File: config.mk
export PLATFORM = sky130hd
export DESIGN_NAME = serdes_sequencer
export DESIGN_NICKNAME = d
export VERILOG_FILES = /design/src/rtl/serdes_pkg.sv /design/src/rtl/symbol_phase_cnt.sv /design/src/rtl/serdes_sequencer.sv
export SDC_FILE = /design/constraint.sdc
export NUM_CORES = 1
export LEC_CHECK = 0
export CORE_MARGIN = 8
export CORE_UTILIZATION = 40
export DETAILED_ROUTE_END_ITERATION = 6
export GPL_ROUTABILITY_DRIVEN = 0
export PLACE_DENSITY_LB_ADDON = 0.3
export SYNTH_ARGS = -nofsm -noshare
export SYNTH_HDL_FRONTEND = slang
export SYNTH_SLANG_ARGS = --single-unit
File: constraint.sdc
create_clock -name clk -period 3.5 [get_ports clk]
set_input_delay 0.35 -clock clk [delete_from_list [all_inputs] [get_ports clk]]
set_output_delay 0.35 -clock clk [all_outputs]
set_load 0.01 [all_outputs]
File: src/rtl/serdes_pkg.sv
// rtl/serdes_pkg.sv - shared symbol geometry, idle pattern and sequencer states
package serdes_pkg;

  localparam int SYM_W = 10;
  localparam int NCH = 3;
  localparam int SYNC_SYMS = 16;
  localparam logic [SYM_W-1:0] IDLE_SYM = 10'b1101010100;

  typedef enum logic [1:0] {
    IDLE = 2'd0,
    SYNC = 2'd1,
    RUN  = 2'd2
  } seq_state_e;

endpackage

File: src/rtl/symbol_phase_cnt.sv
// rtl/symbol_phase_cnt.sv - free-running bit phase within a symbol, load on last bit
module symbol_phase_cnt #(
  parameter int SYM_W = serdes_pkg::SYM_W
) (
  input  logic       clk,
  input  logic       rst,
  output logic [3:0] bit_idx,
  output logic       load
);

  assign load = (bit_idx == 4'(SYM_W - 1));

  always_ff @(posedge clk or posedge rst) begin
    if (rst) begin
      bit_idx <= '0;
    end else if (load) begin
      bit_idx <= '0;
    end else begin
      bit_idx <= bit_idx + 4'd1;
    end
  end

endmodule

File: src/rtl/serdes_sequencer.sv
// rtl/serdes_sequencer.sv - lockstep multi-lane symbol sequencer: idle, sync preamble, data run
module serdes_sequencer #(
  parameter int SYM_W = serdes_pkg::SYM_W,
  parameter int NCH = serdes_pkg::NCH,
  parameter int SYNC_SYMS = serdes_pkg::SYNC_SYMS,
  parameter logic [SYM_W-1:0] IDLE_SYM = serdes_pkg::IDLE_SYM
) (
  input  logic                 clk,
  input  logic                 rst,
  input  logic                 enable,
  input  logic                 s_valid,
  input  logic [NCH*SYM_W-1:0] s_data,
  output logic                 s_ready,
  output logic [NCH*SYM_W-1:0] sym_out,
  output logic [3:0]           bit_idx,
  output logic                 load,
  output logic                 link_up,
  output logic                 underflow,
  output logic [15:0]          underflow_cnt,
  input  logic                 clr_stats
);
  import serdes_pkg::*;

  localparam int DW = NCH * SYM_W;
  localparam int SC_W = (SYNC_SYMS > 1) ? $clog2(SYNC_SYMS) : 1;
  localparam logic [DW-1:0] IDLE_GRP = {NCH{IDLE_SYM}};

  seq_state_e      state, state_nx;
  logic [SC_W-1:0] sync_cnt, sync_cnt_nx;
  logic [DW-1:0]   sym_nx;
  logic [DW-1:0]   hold_data, hold_data_nx;
  logic            hold_full, hold_full_nx;
  logic            accept;
  logic            uf_evt;

  symbol_phase_cnt #(.SYM_W(SYM_W)) u_phase (
    .clk     (clk),
    .rst     (rst),
    .bit_idx (bit_idx),
    .load    (load)
  );

  assign link_up = (state == RUN);
  assign s_ready = (state == RUN) && (!hold_full || load);
  assign accept  = s_valid && s_ready;

  always_comb begin
    state_nx     = state;
    sync_cnt_nx  = sync_cnt;
    sym_nx       = sym_out;
    hold_full_nx = hold_full;
    hold_data_nx = hold_data;
    uf_evt       = 1'b0;

    if (accept) begin
      hold_full_nx = 1'b1;
      hold_data_nx = s_data;
    end

    if (load) begin
      if (!accept) hold_full_nx = 1'b0;
      case (state)
        IDLE: begin
          sym_nx = IDLE_GRP;
          if (enable) begin
            state_nx    = SYNC;
            sync_cnt_nx = '0;
          end
        end
        SYNC: begin
          sym_nx = IDLE_GRP;
          if (!enable) begin
            state_nx     = IDLE;
            hold_full_nx = 1'b0;
          end else if (sync_cnt == SC_W'(SYNC_SYMS - 1)) begin
            state_nx = RUN;
          end else begin
            sync_cnt_nx = sync_cnt + SC_W'(1);
          end
        end
        RUN: begin
          // Dropping the link discards anything buffered, including a group accepted on this edge.
          if (!enable) begin
            state_nx     = IDLE;
            sym_nx       = IDLE_GRP;
            hold_full_nx = 1'b0;
          end else if (hold_full) begin
            sym_nx = hold_data;
          end else begin
            sym_nx = IDLE_GRP;
            uf_evt = 1'b1;
          end
        end
        default: begin
          state_nx = IDLE;
          sym_nx   = IDLE_GRP;
        end
      endcase
    end
  end

  always_ff @(posedge clk or posedge rst) begin
    if (rst) begin
      state     <= IDLE;
      sync_cnt  <= '0;
      sym_out   <= IDLE_GRP;
      hold_full <= 1'b0;
      hold_data <= '0;
      underflow <= 1'b0;
    end else begin
      state     <= state_nx;
      sync_cnt  <= sync_cnt_nx;
      sym_out   <= sym_nx;
      hold_full <= hold_full_nx;
      hold_data <= hold_data_nx;
      underflow <= uf_evt;
    end
  end

  always_ff @(posedge clk or posedge rst) begin
    if (rst) begin
      underflow_cnt <= '0;
    end else if (clr_stats) begin
      underflow_cnt <= '0;
    end else if (uf_evt && (underflow_cnt != 16'hFFFF)) begin
      underflow_cnt <= underflow_cnt + 16'd1;
    end
  end

endmodule

# Word-level counts from Yosys, hierarchy flattened
# Cells that the tools add are included.
classes:
  n_addsub: 3
  multipliers: 0
  n_div: 0
  magnitude_cmp: 0
  eq_ne: 10
  shifts: 0
  mux: 24
  bitwise: 0
  reduce_logical: 11
ops:
  columns: ["op", "count"]
  rows:
  - ["$mux W30", 3]
  - ["$mux W16", 2]
  - ["$add A16 B1 Y16 const B", 1]
  - ["$mux W4", 4]
  - ["$ne A16 B16 Y1 const B", 1]
  - ["$mux W1", 9]
  - ["$add A4 B1 Y4 const B", 2]
  - ["$eq A4 B4 Y1 const B", 2]
  - ["$mux W2", 4]
  - ["$ne A2 B2 Y1 const B", 4]
  - ["$pmux W4 S2", 1]
  - ["$pmux W2 S3", 1]
  - ["$reduce_and A5 Y1", 1]
  - ["$reduce_and A4 Y1", 1]
  - ["$reduce_bool A2 Y1", 2]
  - ["$logic_and A1 B1 Y1", 3]
  - ["$ne A3 B3 Y1 const B", 1]
  - ["$eq A2 B1 Y1 const B", 1]
  - ["$eq A2 B2 Y1 const B", 1]
  - ["$logic_not A2 Y1", 1]
  - ["$reduce_or A2 Y1", 1]
  - ["$logic_not A1 Y1", 1]
  - ["$logic_or A1 B1 Y1", 1]
word_totals:
  reg_bits: 88
  latchBits: 0
  ram_bits: 0
  rom_bits: 0
  in_bits: 35
  out_inout_bits: 54
  elab_cells: 56
  n_memories: 0

# Logic depth before layout (Yosys ltp)
# Gate-level depths: netlist of run 1.
logic_depth:
  depth_word: 9
  mapped_depth: 9
  depth_no_buf: 7

# Modules after synthesis
# A second synthesis of run 1 with hierarchy kept.
unflattened:
  hier_cells: 310
  area_unflattened_um2: 3803.6
by_module_without_submodules:
  columns: ["module", "n_inst", "cells_each", "area_per_inst_um2", "seq_area_each_um2"]
  rows:
  - ["serdes_sequencer", 1, 294, 3628.5, 2120.8]
  - ["symbol_phase_cnt", 1, 16, 175.2, 100.1]

# Least setup slack after synthesis of run 1
# No wires, ideal clock.
synth_timing:
  path_type: "flip-flop to flip-flop"
  start: "register state[0]"
  end: "register underflow_cnt[11]"
  setup_ps: 125
  t_arrival_ps: 1812
  slack_ps: 1562
  stages_incl_launch_ff: 8
  n_path_buf: 1
  synth_period_minus_slack_ps: 1938
  cell_sequence: "dfrtp_1 inv_1 ha_1 and3b_2 nand2_4 buf_6 nor4_4 mux2_4"
synth_via:
  elab_chain_cells: 5
synth_rtl:
  columns: ["item", "line", "rtl"]
  rows:
  - ["start, declared", "serdes_sequencer.sv:28", "seq_state_e state, state_nx;"]
  - ["start signal, assigned", "serdes_sequencer.sv:111", "state <= state_nx;"]
  - ["$eq A2 B2 Y1", null, null]
  - ["net link_up", "serdes_sequencer.sv:17", "output logic link_up,"]
  - ["$mux W1", "serdes_sequencer.sv:62", "case (state)"]
  - ["$mux W1", "serdes_sequencer.sv:60", "if (load) begin"]
  - ["$logic_and A1 B1 Y1", "serdes_sequencer.sv:125", "end else if (uf_evt && (underflow_cnt != 16'hFFFF)) begin"]
  - ["$reduce_bool A2 Y1 (no line)", null, null]
  - ["end signal, assigned", "serdes_sequencer.sv:126", "underflow_cnt <= underflow_cnt + 16'd1;"]
  - ["end, declared", "serdes_sequencer.sv:19", "output logic [15:0] underflow_cnt,"]
# The timed path passes the listed nets, and every way through them passes these cells.
# A chain may end at the register's enable or synchronous reset.

# Worst setup path after layout of run 1
layout_timing:
  start: "register u_phase.bit_idx[2]"
  end: "output load"
layout_via:
  elab_chain_cells: 1
layout_rtl:
  columns: ["item", "line", "rtl"]
  rows:
  - ["start, declared", "symbol_phase_cnt.sv:7", "output logic [3:0] bit_idx,"]
  - ["start signal, assigned", "symbol_phase_cnt.sv:19", "bit_idx <= bit_idx + 4'd1;"]
  - ["$eq A4 B4 Y1", "symbol_phase_cnt.sv:11", "assign load = (bit_idx == 4'(SYM_W - 1));"]
  - ["end, declared", "serdes_sequencer.sv:16", "output logic load,"]
# No other way between the ends.

==> impl_results.md, run 1 <==
- Routed WL: ~8900 microns
- Setup tns final: 0 ns
- Flops & latches, synth: 88
- Dpl ws: between 1 and 1.5 ns
- DRC Markers: 0
- Nature of the critical path endpoint: output pin
- FMAX: 0.3802 GHz
- Leak: 2.237 nW
- GRT Util Overall: 0.1360
- Rows: 36
- Power, Total: 2.131 mW
- Root Buffer: clkbuf_8
- Ys async rst share: 1.000
- Synth top area cells: dfrtp_1 45%, mux2_4 12%, dfstp_2 9.8%
- IO Pins: 89
- Setup Skew: 0.01268 ns
- Outcome: completed
- Largest area contributor in the netlist: dfrtp_1
- Post-route worst setup slack: 0.8700 ns
- Global route total overflow: 0
- Clock tree buffer depth: 2
- Synthesized area: 0.004040 sq mm
- Worst skew pair latency: 0.35 ns
- Area grow syn2layout: 27.69%
- R2R cell count: 5
- Sequential Area: 0.002221 sq mm
- Clk sinks: 88
- Antenna-violating nets left: 0
- Multi-input logic area: 0.001630 sq mm
- Placed Instances: 510
- I/O Buffers: 88
- Setup repair bufs after CTS: 0
- Hold Violations, Final: 0
- Vias in the first global route: 2879
- DIE AREA: 0.01357 sq mm
- Post-synth top area share: 0.4522
- CTS tree: yes
- Worst-path clk slew: ~0.090 ns
- Total Nets Final: roughly 430
- Hold Buf Count CTS: 0
- Final setup vio count: 0
- Final slew viol count: 0
- Most numerous cell in the Yosys netlist: dfrtp_1
- Share of cells above drive strength 1: 0.2036
- CTS Buf Count: 9
- Initial core utilization: 0.4133
- Avg Cell Area, Syn: 13.25 sq um
- Grt peak-use layer: met2
- CP max FO: 23
- Crit path kind: reg -> out
- Yosys cell types: 54
- Htree depth: 3
- Top_reg_cell synth: dfrtp_1
- Die width: approximately 120 microns
- Core Region: 0.009774 sq mm
- Number of iterations in the first detailed-routing pass: 4
- Crit path DAT: 2.28 ns
- Initial antenna violation count: 0
- Post-synth EDFFs: 0
- M1 GR Usage: 0.1815
- Required @ worst endpoint: 3.15 ns
- Worst r2r dst: underflow_cnt[6]
- FILL cells: 873
- Max Cap Violations: 0
- First-pass GRT wire length: 14470 microns
- Slew headroom: 0.5211
- DR vias/cell: 5.276
- Final non-filler cell total: 526
- Worst reg2reg setup slack: ~1.1 ns
- Met2 global-route usage: 0.2072
- Worst hold path class: in -> async
- Largest net degree at the start of global routing: 41
- Post-synth top cells: 73 x dfrtp_1, 31 x mux2_4, 17 x a22o_1, 15 x dfstp_2, 15 x o22a_1
- Actual slew at the worst max-slew pin: 0.7161 ns
- Syn Inst Count: approximately 310
- Worst r2r src: u_phase.bit_idx[2]
- Via count: 2775
- CTS-repair resized insts: 0
- Unrepaired setup endpoints after global routing: no
- Seq/Total Area, Yosys: 0.5497
- Yosys warning total: 0
- Max VDD drop: 202.0 uV
- Syn_nets: 345
- Post-DP HPWL: 6385 microns
- Startpoint Class: flop
- Initial DRC Count: a little under 100
- Tcrit/Tclk final: 0.7514
- Die extent in y: 116.5 microns
- Met3 Resource Use GR: 0.03619
- Pwr dens: 413.0 mW/mm^2
- Period minus WS final: 2.630 ns
- ANT cells: 0
- Hold_ws: roughly 0.41 ns
- DR WL/cell: roughly 17 microns
[kinds of logic (layout without fill, tap and decap cells)]
group | after synthesis | count (layout) | share of synthesized area
compound gates | 70 | 70 | 0.1341
xor+xnor | 1 | 1 | 0.002168
mux | 37 | 37 | 0.1307
simple gates | 71 | 71 | 0.1211
buf+inv | 33 | 121 | 0.04676
fa+ha+maj | 5 | 5 | 0.01548
flops | 88 | 88 | 0.5497
[critical path, cell delays in order, from the launching register on]
cell             delay, ns
dfrtp_1               0.45
nand4bb_4             0.47
clkinv_2              0.39
clkdlybuf4s50_1       0.62
[cell usage in the layout (no fill, tap or decap), types with 3 or more instances in the layout]
master            n
clkdlybuf4s50_1  88
dfrtp_1          73
mux2_4           31
a22o_1           17
o22a_1           15
dfstp_2          15
nand2_1          13
inv_1            11
a21oi_1          11
nand3_1          10
o31ai_1           9
clkbuf_8          9
or4_1             7
nand4_1           6
nor2_1            5
ha_1              5
mux2i_1           4
buf_4             4
or3_1             3
and4_1            3
nor2b_1           3
a21o_1            3
inv_6             3
[worst max-delay path by stage]
stage                        end  slack (ns)               start  depth (start not counted)
2_1_floorplan       hold_data[0]        0.90                 rst                          1
3_3_place_gp   underflow_cnt[15]        1.17  u_phase.bit_idx[2]                          5
3_5_place_dp    underflow_cnt[6]        1.13  u_phase.bit_idx[2]                          5
4_1_cts                     load        0.84  u_phase.bit_idx[2]                          3
5_1_grt                     load        0.73  u_phase.bit_idx[2]                          3
6_report                    load        0.87  u_phase.bit_idx[2]                          3
[cell type report]
cell class | instances | share of cell area
Clock inverter | 6 | 0.009944
Sequential cell | 88 | 0.4305
Clock buffer | 10 | 0.02474
Multi-Input combinational cell | 184 | 0.3160
Timing Repair Buffer | 92 | 0.1766
Tap cell | 133 | 0.03226
Inverter | 13 | 0.009944
[flip-flops by register name, indices dropped and copies added (netlist names)]
register         cells
state                2
hold_data           30
sym_out             30
sync_cnt             4
u_phase.bit_idx      4
underflow_cnt       16
hold_full            1
underflow            1
[per-layer routing]
metal  share of wire  vias to the layer above
li1                -                     1308
met1            0.47                     1386
met2            0.45                       71
met3           0.070                       10
met4           0.012                        0
met5               0                        -
[per-stage QoR]
step                      instance area [sq um]  utilization
after floorplan                            4040            -
after global placement                     4980       0.5095
after detailed placement                   4980       0.5095
after CTS                                  5159       0.5278
after global routing                       5159       0.5278
final                                      5159       0.5278
[power by group]
group | switching (mW) | internal (mW) | leakage [nW] | total (mW)
Clock | 0.371 | 0.268 | 0.0879 | 0.640
Combinational | 0.104 | 0.199 | 1.02 | 0.303
Sequential | 0.0655 | 1.12 | 1.13 | 1.19
Total | 0.541 | 1.59 | 2.24 | 2.13
No activity file was read; power rests on OpenSTA's default activity.
==> run 2: changes to the inputs <==
==> constraint.sdc (replaced) <==
create_clock -name clk -period 2.6 [get_ports clk]
set_input_delay 0.26 -clock clk [delete_from_list [all_inputs] [get_ports clk]]
set_output_delay 0.26 -clock clk [all_outputs]
set_load 0.01 [all_outputs]
==> run 2 against run 1 <==
- sequential power grew 34%
- global-route usage increased by 0.44 points
- flip-flop and latch count unchanged
- core utilization grew 0.47 points
- non-clock buffer count increased by 1
- via count is 1.4% higher
- cell count up 0.19%
- setup slack worse by 0.56 ns
- total power increased by 40%
- first-iteration DRC count grew 28%
- clock skew decreased by 0.0017 ns
- count of clock-buffer cells in the layout stayed put
==> impl_results.md, run 2 (same netlist as run 1, synthesis figures left out) <==
- Outcome: completed
- Sw Ratio: 0.2570 (+0.003307)
- CTS-repair resized insts: 0 (unchanged)
- Largest net degree at the start of global routing: 89 (+120%)
- Startpoint Class: flop
- Share of power burned in registers: 0.536 (-0.022)
- Hold Buf Count CTS: 0 (unchanged)
- Dpl ws: 0.4390 ns (-0.6906 ns)
- Routed WL: 9227 microns (+3.9%)
- Crit path kind: reg -> out
- NetSw: 0.7642 mW (+41%)
- Slew headroom: 0.5365 (+0.01539)
- Period minus WS final: around 2.3 ns
- Hold Violations, Final: 0 (unchanged)
- Commonest non-fill, non-tap cells in the layout: 88 x clkdlybuf4s50_1, 73 x dfrtp_1, 31 x mux2_4
- Rows: 36 (unchanged)
- Initial antenna violation count: 0 (unchanged)
- Actual slew at the worst max-slew pin: 0.6931 ns (-0.02301 ns)
- Vias in the first global route: 2963 (+2.9%)
- Worst skew pair latency: 0.36 ns (about the same)
- Power, Total: 2.974 mW (+40%)
- Initial DRC Count: 127 (+28%)
- Final setup vio count: 0 (unchanged)
- Antenna-violating nets left: 0 (unchanged)
- GRT Util Overall: 0.1404 (+0.004401)
- Htree depth: 3 (unchanged)
- Area grow syn2layout: 28.83%
- IO Pins: 89 (unchanged)
- Crit path DAT: 2.03 ns (-0.25 ns)
- CTS Buf Count: 9 (unchanged)
- Worst-path clk slew: 0.10 ns (about the same)
- Placed Instances: 511 (+0.20%)
- Post-route worst setup slack: 0.3149 ns (-0.5551 ns)
- Unrepaired setup endpoints after global routing: no
- Final non-filler cell total: 527 (+0.19%)
- Required @ worst endpoint: 2.34 ns (-0.81 ns)
- DR vias/cell: 5.340 (+1.2%)
- Max Cap Violations: 0 (unchanged)
- Core Region: 0.009774 sq mm (unchanged)
- Nature of the critical path endpoint: output pin
- DRC Markers: 0 (unchanged)
- Final slew viol count: 0 (unchanged)
- Leak: 2.261 nW (+1.1%)
- Clock tree buffer depth: 2 (unchanged)
- Clk sinks: 88 (unchanged)
- Total Nets Final: 429 (+0.23%)
- Post-DP HPWL: 6275 microns (-1.7%)
- Global route total overflow: 0 (unchanged)
- Most common cell after layout, fill and taps aside: clkdlybuf4s50_1
- Via count: 2814 (+1.4%)
- Initial core utilization: 0.4133 (unchanged)
- CP max FO: 8 (-65%)
- FMAX: 0.4376 GHz
- Pwr dens: 571.3 mW/mm^2 (+38%)
- DR WL/cell: 17.51 microns (+3.7%)
- First-pass GRT wire length: 14850 microns (+2.6%)
- Number of iterations in the first detailed-routing pass: 4 (unchanged)
- Clock power frac: 0.326 (+0.026)
- CTS tree: yes
- Comb pwr share: 0.138 (-0.004)
- DIE AREA: 0.01357 sq mm (unchanged)
- P_int: 2.209 mW (+39%)
- Setup repair bufs after CTS: 0 (unchanged)
- Max VDD drop: 245.5 uV (+22%)
- Root Buffer: clkbuf_8
- Share of cells above drive strength 1: 0.2081 (+0.004559)
- ANT cells: 0 (unchanged)
- Die width: 116.5 microns (unchanged)
- Setup tns final: 0 ns (unchanged)
- Top flop regs: hold_data: 30 flops, sym_out: 30 flops, underflow_cnt: 16 flops
- Die extent in y: 116.5 microns (unchanged)
- Setup Skew: 0.01096 ns (-0.001720 ns)
- Tcrit/Tclk final: 0.8789
- I/O Buffers: 88 (unchanged)
- Worst hold path class: in -> async
==> run 2: cell types whose count changed in the layout (fill, tap and decap cells not counted), sizes merged <==
| cell | previous run | this run |
|---|---|---|
| clkinv | 4 | 2 |
| inv | 14 | 16 |
| buf | 4 | 5 |
==> run 2: final cells by class <==
class	count	area, sq um
repair buffers	93	930.9
fillers	851	4569
flip-flops and latches	88	2221
clock buffers	10	148.9
multi-input cells	184	1630
inverters	13	51.30
well taps	133	166.4
clock inverters	6	56.30
==> run 2: layer usage <==
metal  global-route usage  part of all wire
met1               0.1801              0.46
met5                    0                 0
met4              0.06569             0.017
met2               0.2107              0.45
met3              0.04498             0.073
==> run 2: critical path, stage by stage (launching register included) <==
cell and delay [ns]:
dfrtp_1 0.46, nand4bb_4 0.34, nand2_2 0.18, and2_1 0.14, clkdlybuf4s50_1 0.55
==> run 2: worst paths after layout <==
check | from | endpoint | slack [ns] | cells after the start
setup / recovery | u_phase.bit_idx[2] | s_ready | 0.31 | 4
hold / removal | rst | underflow_cnt[7] | 0.30 | 3
setup reg to reg | u_phase.bit_idx[2] | hold_data[17] | 0.50 | 4
hold reg to reg | hold_data[6] | sym_out[6] | 0.49 | 1
max in group asynchronous | rst | sym_out[24] | 1.89 | 3
min in group clk | hold_data[6] | sym_out[6] | 0.49 | 1
==> run 2: power by group through the flow <==
stage          logic, mW  clock network (mW)  registers, mW
2_1_floorplan      0.309                   0           1.59
3_3_place_gp       0.404                   0           1.61
3_5_place_dp       0.417                   0           1.62
4_1_cts            0.420                1.01           1.59
5_1_grt            0.447                1.07           1.61
6_report           0.412               0.969           1.59
==> run 2: per-stage QoR <==
step	cell area, sq um	hold WS [ns]	util
6_report	5205	0.2955	0.5325
4_1_cts	5205	0.3295	0.5325
3_5_place_dp	5000	0.4821	0.5115
2_1_floorplan	4040	0.4085	-
3_3_place_gp	5000	0.4684	0.5115
5_1_grt	5205	0.3611	0.5325
